==> config.mk <==
export PLATFORM = sky130hd
export DESIGN_NAME = tm1638_frame_scheduler
export DESIGN_NICKNAME = d
export VERILOG_FILES = /design/src/rtl/tm1638_pkg.sv /design/src/rtl/tm1638_frame_scheduler.sv
export SDC_FILE = /design/constraint.sdc
export NUM_CORES = 1
export LEC_CHECK = 0
export ABC_AREA = 1
export CORE_UTILIZATION = 45
export DETAILED_ROUTE_END_ITERATION = 10
export GPL_ROUTABILITY_DRIVEN = 0
export GPL_TIMING_DRIVEN = 1
export SYNTH_ARGS = -nofsm -noshare
export SYNTH_HDL_FRONTEND = slang
export SYNTH_SLANG_ARGS = --single-unit
==> constraint.sdc <==
create_clock -name clk -period 6.6 [get_ports clk]
set_input_delay 1.32 -clock clk [delete_from_list [all_inputs] [get_ports clk]]
set_output_delay 1.32 -clock clk [all_outputs]
set_load 0.01 [all_outputs]
==> src/rtl/tm1638_pkg.sv <==
// Shared constants, state encoding and byte-select helper for the TM1638 frame scheduler.
package tm1638_pkg;

  localparam logic [7:0] CMD_DATA_WRITE_AI = 8'h40;
  localparam logic [7:0] CMD_ADDR_BASE     = 8'hC0;
  localparam logic [7:0] CMD_DISP_CTRL     = 8'h80;
  localparam int unsigned NUM_ADDR         = 16;

  typedef enum logic [2:0] {IDLE, STB_LOW, SEND, DRAIN, GAP} state_e;

  typedef struct packed {
    logic [7:0] f;
    logic [7:0] s;
    logic [7:0] t;
    logic [7:0] leds;
    logic [2:0] brightness;
    logic       display_on;
  } frame_cfg_t;

  // Index of the final byte in each STB-low segment (segment 1 carries 0xC0 plus NUM_ADDR bytes).
  function automatic logic [4:0] seg_last_idx(input logic [1:0] seg);
    return (seg == 2'd1) ? 5'(NUM_ADDR) : 5'd0;
  endfunction

  function automatic logic [7:0] frame_byte(input logic [1:0] seg, input logic [4:0] idx,
                                            input frame_cfg_t cfg);
    logic [7:0] b;
    logic [3:0] addr;
    b    = 8'h00;
    addr = 4'(idx - 5'd1);
    case (seg)
      2'd0: b = CMD_DATA_WRITE_AI;
      2'd1: begin
        if (idx == 5'd0) begin
          b = CMD_ADDR_BASE;
        end else if (addr[0]) begin
          b = {7'b0, cfg.leds[addr[3:1]]};
        end else begin
          case (addr[3:1])
            3'd0:    b = cfg.f;
            3'd1:    b = cfg.s;
            3'd2:    b = cfg.t;
            default: b = 8'h00;
          endcase
        end
      end
      default: b = CMD_DISP_CTRL | {4'b0, cfg.display_on, cfg.brightness};
    endcase
    return b;
  endfunction

endpackage

==> src/rtl/tm1638_frame_scheduler.sv <==
// Sequences one TM1638 refresh frame (data cmd, address cmd + 16 bytes, display control)
// as three STB-low windows, feeding bytes to the serializer over valid/ready.
module tm1638_frame_scheduler
  import tm1638_pkg::*;
#(
  parameter int unsigned REFRESH_CYCLES = 1_000_000,
  parameter int unsigned STB_GAP        = 4
) (
  input  logic       clk,
  input  logic       rst,
  input  logic [7:0] F,
  input  logic [7:0] S,
  input  logic [7:0] T,
  input  logic [7:0] leds,
  input  logic [2:0] brightness,
  input  logic       display_on,
  input  logic       update_req,
  input  logic       tx_ready,
  input  logic       tx_idle,
  output logic       tx_valid,
  output logic [7:0] tx_data,
  output logic       strobe,
  output logic       busy,
  output logic       frame_done
);

  localparam bit          RefreshEn   = (REFRESH_CYCLES != 0);
  localparam logic [31:0] RefreshLast = 32'(REFRESH_CYCLES - 1);
  localparam logic [31:0] GapLast     = (STB_GAP > 1) ? 32'(STB_GAP - 1) : 32'd0;

  state_e      state_q, state_d;
  logic [1:0]  seg_q, seg_d;
  logic [4:0]  idx_q, idx_d;
  logic [31:0] gap_q, gap_d;
  logic [31:0] refresh_q, refresh_d;
  logic        pending_q, pending_d;
  frame_cfg_t  cfg_q, cfg_d;
  logic        tx_valid_q, tx_valid_d;
  logic [7:0]  tx_data_q, tx_data_d;
  logic        strobe_q, strobe_d;
  logic        busy_q, busy_d;
  logic        frame_done_q, frame_done_d;
  logic        start;

  always_comb begin
    state_d      = state_q;
    seg_d        = seg_q;
    idx_d        = idx_q;
    gap_d        = gap_q;
    refresh_d    = refresh_q;
    pending_d    = pending_q;
    cfg_d        = cfg_q;
    tx_valid_d   = tx_valid_q;
    tx_data_d    = tx_data_q;
    strobe_d     = strobe_q;
    busy_d       = busy_q;
    frame_done_d = 1'b0;
    start        = 1'b0;

    // Requests outside IDLE collapse into a single pending frame.
    if (update_req && (state_q != IDLE)) pending_d = 1'b1;

    case (state_q)
      IDLE: begin
        start = update_req || pending_q || (RefreshEn && (refresh_q == RefreshLast));
        if (start) begin
          state_d   = STB_LOW;
          strobe_d  = 1'b0;
          busy_d    = 1'b1;
          seg_d     = 2'd0;
          idx_d     = 5'd0;
          pending_d = 1'b0;
          refresh_d = 32'd0;
          cfg_d     = '{f: F, s: S, t: T, leds: leds, brightness: brightness,
                        display_on: display_on};
        end else if (refresh_q != RefreshLast) begin
          refresh_d = refresh_q + 32'd1;
        end
      end
      STB_LOW: begin
        state_d    = SEND;
        tx_valid_d = 1'b1;
        tx_data_d  = frame_byte(seg_q, idx_q, cfg_q);
      end
      SEND: begin
        if (tx_ready) begin
          if (idx_q == seg_last_idx(seg_q)) begin
            tx_valid_d = 1'b0;
            state_d    = DRAIN;
          end else begin
            idx_d     = idx_q + 5'd1;
            tx_data_d = frame_byte(seg_q, idx_q + 5'd1, cfg_q);
          end
        end
      end
      DRAIN: begin
        if (tx_idle) begin
          strobe_d = 1'b1;
          gap_d    = 32'd0;
          state_d  = GAP;
        end
      end
      GAP: begin
        if (gap_q == GapLast) begin
          if (seg_q != 2'd2) begin
            seg_d    = seg_q + 2'd1;
            idx_d    = 5'd0;
            strobe_d = 1'b0;
            state_d  = STB_LOW;
          end else begin
            frame_done_d = 1'b1;
            busy_d       = 1'b0;
            state_d      = IDLE;
          end
        end else begin
          gap_d = gap_q + 32'd1;
        end
      end
      default: state_d = IDLE;
    endcase
  end

  always_ff @(posedge clk or posedge rst) begin
    if (rst) begin
      state_q      <= IDLE;
      seg_q        <= 2'd0;
      idx_q        <= 5'd0;
      gap_q        <= 32'd0;
      refresh_q    <= 32'd0;
      pending_q    <= 1'b0;
      cfg_q        <= '0;
      tx_valid_q   <= 1'b0;
      tx_data_q    <= 8'h00;
      strobe_q     <= 1'b1;
      busy_q       <= 1'b0;
      frame_done_q <= 1'b0;
    end else begin
      state_q      <= state_d;
      seg_q        <= seg_d;
      idx_q        <= idx_d;
      gap_q        <= gap_d;
      refresh_q    <= refresh_d;
      pending_q    <= pending_d;
      cfg_q        <= cfg_d;
      tx_valid_q   <= tx_valid_d;
      tx_data_q    <= tx_data_d;
      strobe_q     <= strobe_d;
      busy_q       <= busy_d;
      frame_done_q <= frame_done_d;
    end
  end

  assign tx_valid   = tx_valid_q;
  assign tx_data    = tx_data_q;
  assign strobe     = strobe_q;
  assign busy       = busy_q;
  assign frame_done = frame_done_q;

endmodule

Word level (Yosys, flattened, before mapping)
Cells that the tools add are included.
Storage, ports and cells
  flip-flop bits (word level): 123
  output and inout bits: 12
  input port bits: 41
Operators by class
  eq/ne operators: 23
  order comparisons: 2
  multiplexer cells: 56
  reduce and logical (&&, ||, !) cells: 26
  add/subtract/negate cells: 6
Operator list (count)
  $mux W32: 4
  $add A32 B1 Y32 const B: 2
  $pmux W32 S2: 1
  $mux W8: 6
  $pmux W8 S2: 3
  $pmux W8 S3: 2
  $eq A32 B2 Y1 const B: 1
  $eq A32 B20 Y1 const B: 1
  $ne A32 B20 Y1 const B: 1
  $mux W5: 6
  $ne A2 B2 Y1 const B: 10
  $mux W1: 18
  $mux W3: 5
  $pmux W3 S5: 1
  $pmux W5 S3: 1
  $eq A3 B2 Y1 const B: 4
  $logic_not A5 Y1: 2
  $reduce_and A5 Y1: 2
  $eq A3 B1 Y1 const B: 3
  $logic_not A3 Y1: 3
  $reduce_and A3 Y1: 3
  $reduce_bool A3 Y1: 3
  $lt A3 B4 Y1 const B: 2
  $reduce_and A4 Y1: 2
  other kinds (17): 27

Longest topological paths before layout
  depth in word-level cells: 10
  gate-level depth with buffers: 16

Worst setup path after synthesis
No wires, ideal clock.
  path kind: input-to-reg
  start: in update_req
  end: reg refresh_q[10]
  required time: 6512 ps
  stages: 7
  data arrival time: 2173 ps
  setup slack: 4339 ps
  setup time: 88 ps
  path through: nor2_1 > nand2_4 > nand2_4 > inv_2 > buf_6 > buf_6 > nor3b_1
Between the ends
  word-level cells in the longest chain between the ends: 4
Ends and longest elaborated chain
  start, declared: RTL line tm1638_frame_scheduler.sv:17  | input logic update_req,
  $logic_or A1 B1 Y1 (*) (2 in series): RTL line tm1638_frame_scheduler.sv:65  | start = update_req || pending_q || (RefreshEn && (refresh_q == RefreshLast));
  $reduce_bool A2 Y1 (no line)
  $reduce_and A2 Y1 (no line)
  end signal, assigned: RTL line tm1638_frame_scheduler.sv:142  | refresh_q <= refresh_d;
  end, declared: RTL line tm1638_frame_scheduler.sv:35  | logic [31:0] refresh_q, refresh_d;
Mark *: on every way between the ends. The rest lies on a longest branch, timed or not.
A chain may end at the register's enable or synchronous reset.

Worst setup path in the final report
  start: reg idx_q[0]
  end: reg tx_data_q[6] (netlist: tx_data[6])
Between the ends
  word-level cells in the longest chain between the ends: 10
Ends and longest elaborated chain
  start, declared: RTL line tm1638_frame_scheduler.sv:33  | logic [4:0] idx_q, idx_d;
  start signal, assigned: RTL line tm1638_frame_scheduler.sv:140  | idx_q <= idx_d;
  $add A5 B1 Y5: RTL line tm1638_frame_scheduler.sv:92  | tx_data_d = frame_byte(seg_q, idx_q + 5'd1, cfg_q);
  $sub A4 B1 Y4: RTL line tm1638_pkg.sv:30  | addr = 4'(idx - 5'd1);
  $eq A3 B2 Y1, or another cell as far along: RTL line tm1638_pkg.sv:39  | case (addr[3:1])
  $pmux W8 S3: RTL line tm1638_pkg.sv:39
  $mux W8: RTL line tm1638_pkg.sv:36  | end else if (addr[0]) begin
  $mux W8: RTL line tm1638_pkg.sv:34  | if (idx == 5'd0) begin
  $pmux W8 S2: RTL line tm1638_pkg.sv:31  | case (seg)
  $mux W8: RTL line tm1638_frame_scheduler.sv:87  | if (idx_q == seg_last_idx(seg_q)) begin
  $mux W8: RTL line tm1638_frame_scheduler.sv:86  | if (tx_ready) begin
  $pmux W8 S2: RTL line tm1638_frame_scheduler.sv:63  | case (state_q)
  end signal, assigned: RTL line tm1638_frame_scheduler.sv:146  | tx_data_q <= tx_data_d;
  end, declared: RTL line tm1638_frame_scheduler.sv:39  | logic [7:0] tx_data_q, tx_data_d;
Parallel ways exist; a longest one is shown, timed or not. The select of a mux whose other input is x is not followed.

==> impl_metrics.py <==
metrics = {
    "final_layout": {
        "n_antenna_cell": 0,
        "nets": 1118,
        "area_growth_syn_to_layout_pct": 16.6,
        "layout-drive-gt1-share_pct": 8.50,
        "design_area_um2": 8730,
    },
    "floorplanning": {
        "die_h_um": 131,
        "ios": 53,
        "initial_core_util_pct": 46.6,
        "rows": 46,
        "dieArea_um2": 17200,
        "core-area_um2": 16100,
        "fp.dieW_um": 131,
    },
    "clocking": {
        "cts_buffers": 17,
        "cts_resized": 0,
        "cts_sinks": 123,
        "hold_buffers": 0,
        "clockRootBuffer": "clkbuf_16",
        "clock_path_buffers": 2,
        "cts.clk_slew.worst_paths_ps": 60,
        "htreeDepth": 4,
        "clock_latency_ps": 430,
        "cts_tree": "built",
        "postCtsSetupRepairBufs": 0,
    },
    "sta": {
        "relSlewSlack_pct": 30.0,
        "finalHoldViolCount": 0,
        "maxSlewViolCount": 0,
        "setup_violations": 0,
        "finalCritPeriodShare_pct": 47.1,
        "fin_setup_tns_ps": 0,
        "final.min_clock_period_ps": 3110,
        "skew_ps": 7.46,
        "rsz0062_at_grt": "false",
        "timing.fmax_mhz": 321,
        "tightest_slew_ps": 1050,
    },
    "critical_path": {
        "ff2ff_setup_slack_ps": 3490,
        "r2r-start": "idx_q[0]",
        "crit_family": "simple AND/OR/NAND/NOR gates",
        "cp_max_fo": 25,
        "crit_path_start": "idx_q[0]",
        "path_class": "reg2reg",
        "critPathMaxStageDelay_ps": 630,
        "cp_num_cells": 14,
        "arrival_ps": 3470,
        "crit_chain": "inv_1 -> ha_1 -> inv_1 -> nand2_1 -> inv_1 -> nand3_1 -> nand2_1 -> nand2_2 -> nand2_1 -> o211ai_1 -> nand2_1 -> nand2_1 -> nand2_1 -> nand2_1",
        "reg2regPathDepth": 14,
        "critPathBufInv": 3,
        "worst_setup_path_end_kind": "register",
        "cp-start-kind": "register",
        "slowest_stage": "ha_1",
        "worstPathRequired_ps": 6960,
        "critPathMostFrequentCell": "nand2_1",
        "reg2reg_to": "tx_data[6]",
        "endpoint": "tx_data[6]",
    },
    "synth": {
        "async_reset_ff_share_pct": 100,
        "synth_area_per_cell_um2": 7.31,
        "ys_seq_area_share_pct": 41.1,
        "ys_types": 40,
        "synth_commonest_cells": "nand2_1 (318), dfrtp_1 (122), nor2_1 (99), inv_1 (91), nand3_1 (85)",
        "synth.most_common_cell": "nand2_1",
        "synth_edf_count": 0,
        "yosys.area.top_type": "dfrtp_1",
        "syn_inst": 1024,
        "netlist_area_um2": 7480,
        "ys.flop_type": "dfrtp_1",
        "ys_ff_latch": 123,
        "netlist.area_leader.share_pct": 40.8,
        "synthTopCellsByArea": "dfrtp_1 (41%), nand2_1 (16%), nand3_1 (5.7%)",
        "ys.warnings.count": 0,
        "synthesis.nets": 1073,
    },
    "power": {
        "peakVddDrop_v": 0.000226,
        "p_leak_nw": 3.76,
        "powerDensity_nw_per_um2": 414,
    },
    "global_routing": {
        "grt_pass1_vias": 6342,
        "track_usage_pct": 23.8,
        "antenna_found_initial": 0,
        "grt_first_pass_wirelength_um": 31400,
        "overflow": 0,
        "grt_start_max_net_pins": 65,
    },
    "drt": {
        "firstDrtPassIters": 5,
        "routed_via_density": 5.16,
        "wirelength_um": 19100,
        "drtIter0Drc": 413,
        "ant_nets": 0,
        "num_vias": 6702,
        "drc": 0,
        "avgRoutedWirePerCell_um": 14.7,
    },
    "run_status": {
        "outcome": "finished, final reports clean",
    },
    "flow_run": {
        "maxCapViolCount": 0,
    },
    "worst_hold_path": {
        "min_path_type": "reg2reg",
        "whs_path_depth": 2,
    },
    "place": {
        "hpwl_um": 13600,
        "io_buffers": 52,
        "place_area_um2": 8110,
    },
}
-- routing by layer --
metal | part of all wire [%] | global-route usage (%)
met1 | 50 | 33.6
met2 | 45 | 37.3
met3 | 3.7 | 4.68
met4 | 1.1 | 6.56
met5 | 0 | 0
-- final cells by class --
cell class | count | area (um2)
clock buffers | 21 | 470
clock inverters | 11 | 143
fillers | 1580 | 7330
inverters | 106 | 400
multi-input cells | 767 | 3830
flip-flops and latches | 123 | 3080
well taps | 216 | 270
repair buffers | 54 | 536
-- flip-flops by register name, indices dropped and copies added, names as in the netlist --
| signal | flops |
|---|---|
| seg_q | 2 |
| state_q | 3 |
| strobe | 1 |
| refresh_q | 32 |
| gap_q | 32 |
| busy | 1 |
| pending_q | 1 |
| idx_q | 5 |
| tx_valid | 1 |
| frame_done | 1 |
| cfg_q | 36 |
| tx_data | 8 |
-- kinds of logic (layout without fill, tap and decap cells) --
group	after synthesis	after routing	synth area share [%]
flip-flops	123	123	41.1
buffers and inverters	134	192	7.72
AO/OA/AOI/OAI	119	119	10.1
XOR/XNOR	42	42	4.91
adder cells (fa/ha/maj)	8	8	1.34
AND/OR/NAND/NOR	598	598	34.8
-- where the power goes --
group / internal, mW / switching, mW / total, mW
Sequential: 1.01 / 0.234 / 1.24
Combinational: 0.484 / 0.918 / 1.40
Clock: 0.621 / 0.348 / 0.970
-- cells in the final DEF, fill, tap and decap left out, types with 17 or more instances in the layout --
cell             Yosys  layout
nor2_1              99      99
clkbuf_16            0      17
nand2_1            318     318
a21oi_1             19      19
o22ai_1             18      18
xor2_1              38      38
o21ai_0             43      43
nand3_1             85      85
dfrtp_1            122     122
nor3_1              37      37
inv_1               91      90
clkdlybuf4s50_1      0      52
-- worst register-to-register path: cells and delay by family, from the launching register on --
family | cells | cell delay [ps]
and+or+nand+nor | 9 | 1060
adders and majority gates | 1 | 630
DFF | 1 | 590
buffers and inverters | 3 | 530
AOI/OAI and AO/OA | 1 | 260
-- worst min-delay path by stage --
| stage | to | slack, ps | start |
|---|---|---|---|
| finish | tx_valid | 470 | tx_valid |
| global route | tx_valid | 490 | tx_valid |
| CTS | tx_valid | 480 | tx_valid |
| detailed placement | tx_valid | 460 | tx_valid |
| global placement | tx_valid | 460 | tx_valid |
| floorplan | cfg_q[0] | 450 | cfg_q[0] |
-- metrics by stage --
stage	cells	worst slack [ps]	utilization [%]	hold WS [ps]	power, mW
detailed placement	1266	3250	50.5	461	2.65
global route	1298	3180	54.3	489	3.89
global placement	1266	3320	50.5	464	2.63
finish	1298	3490	54.3	472	3.61
CTS	1298	3530	54.3	475	3.63
floorplan	1024	2010	-	449	2.29
No activity file was read; power rests on OpenSTA's default activity.
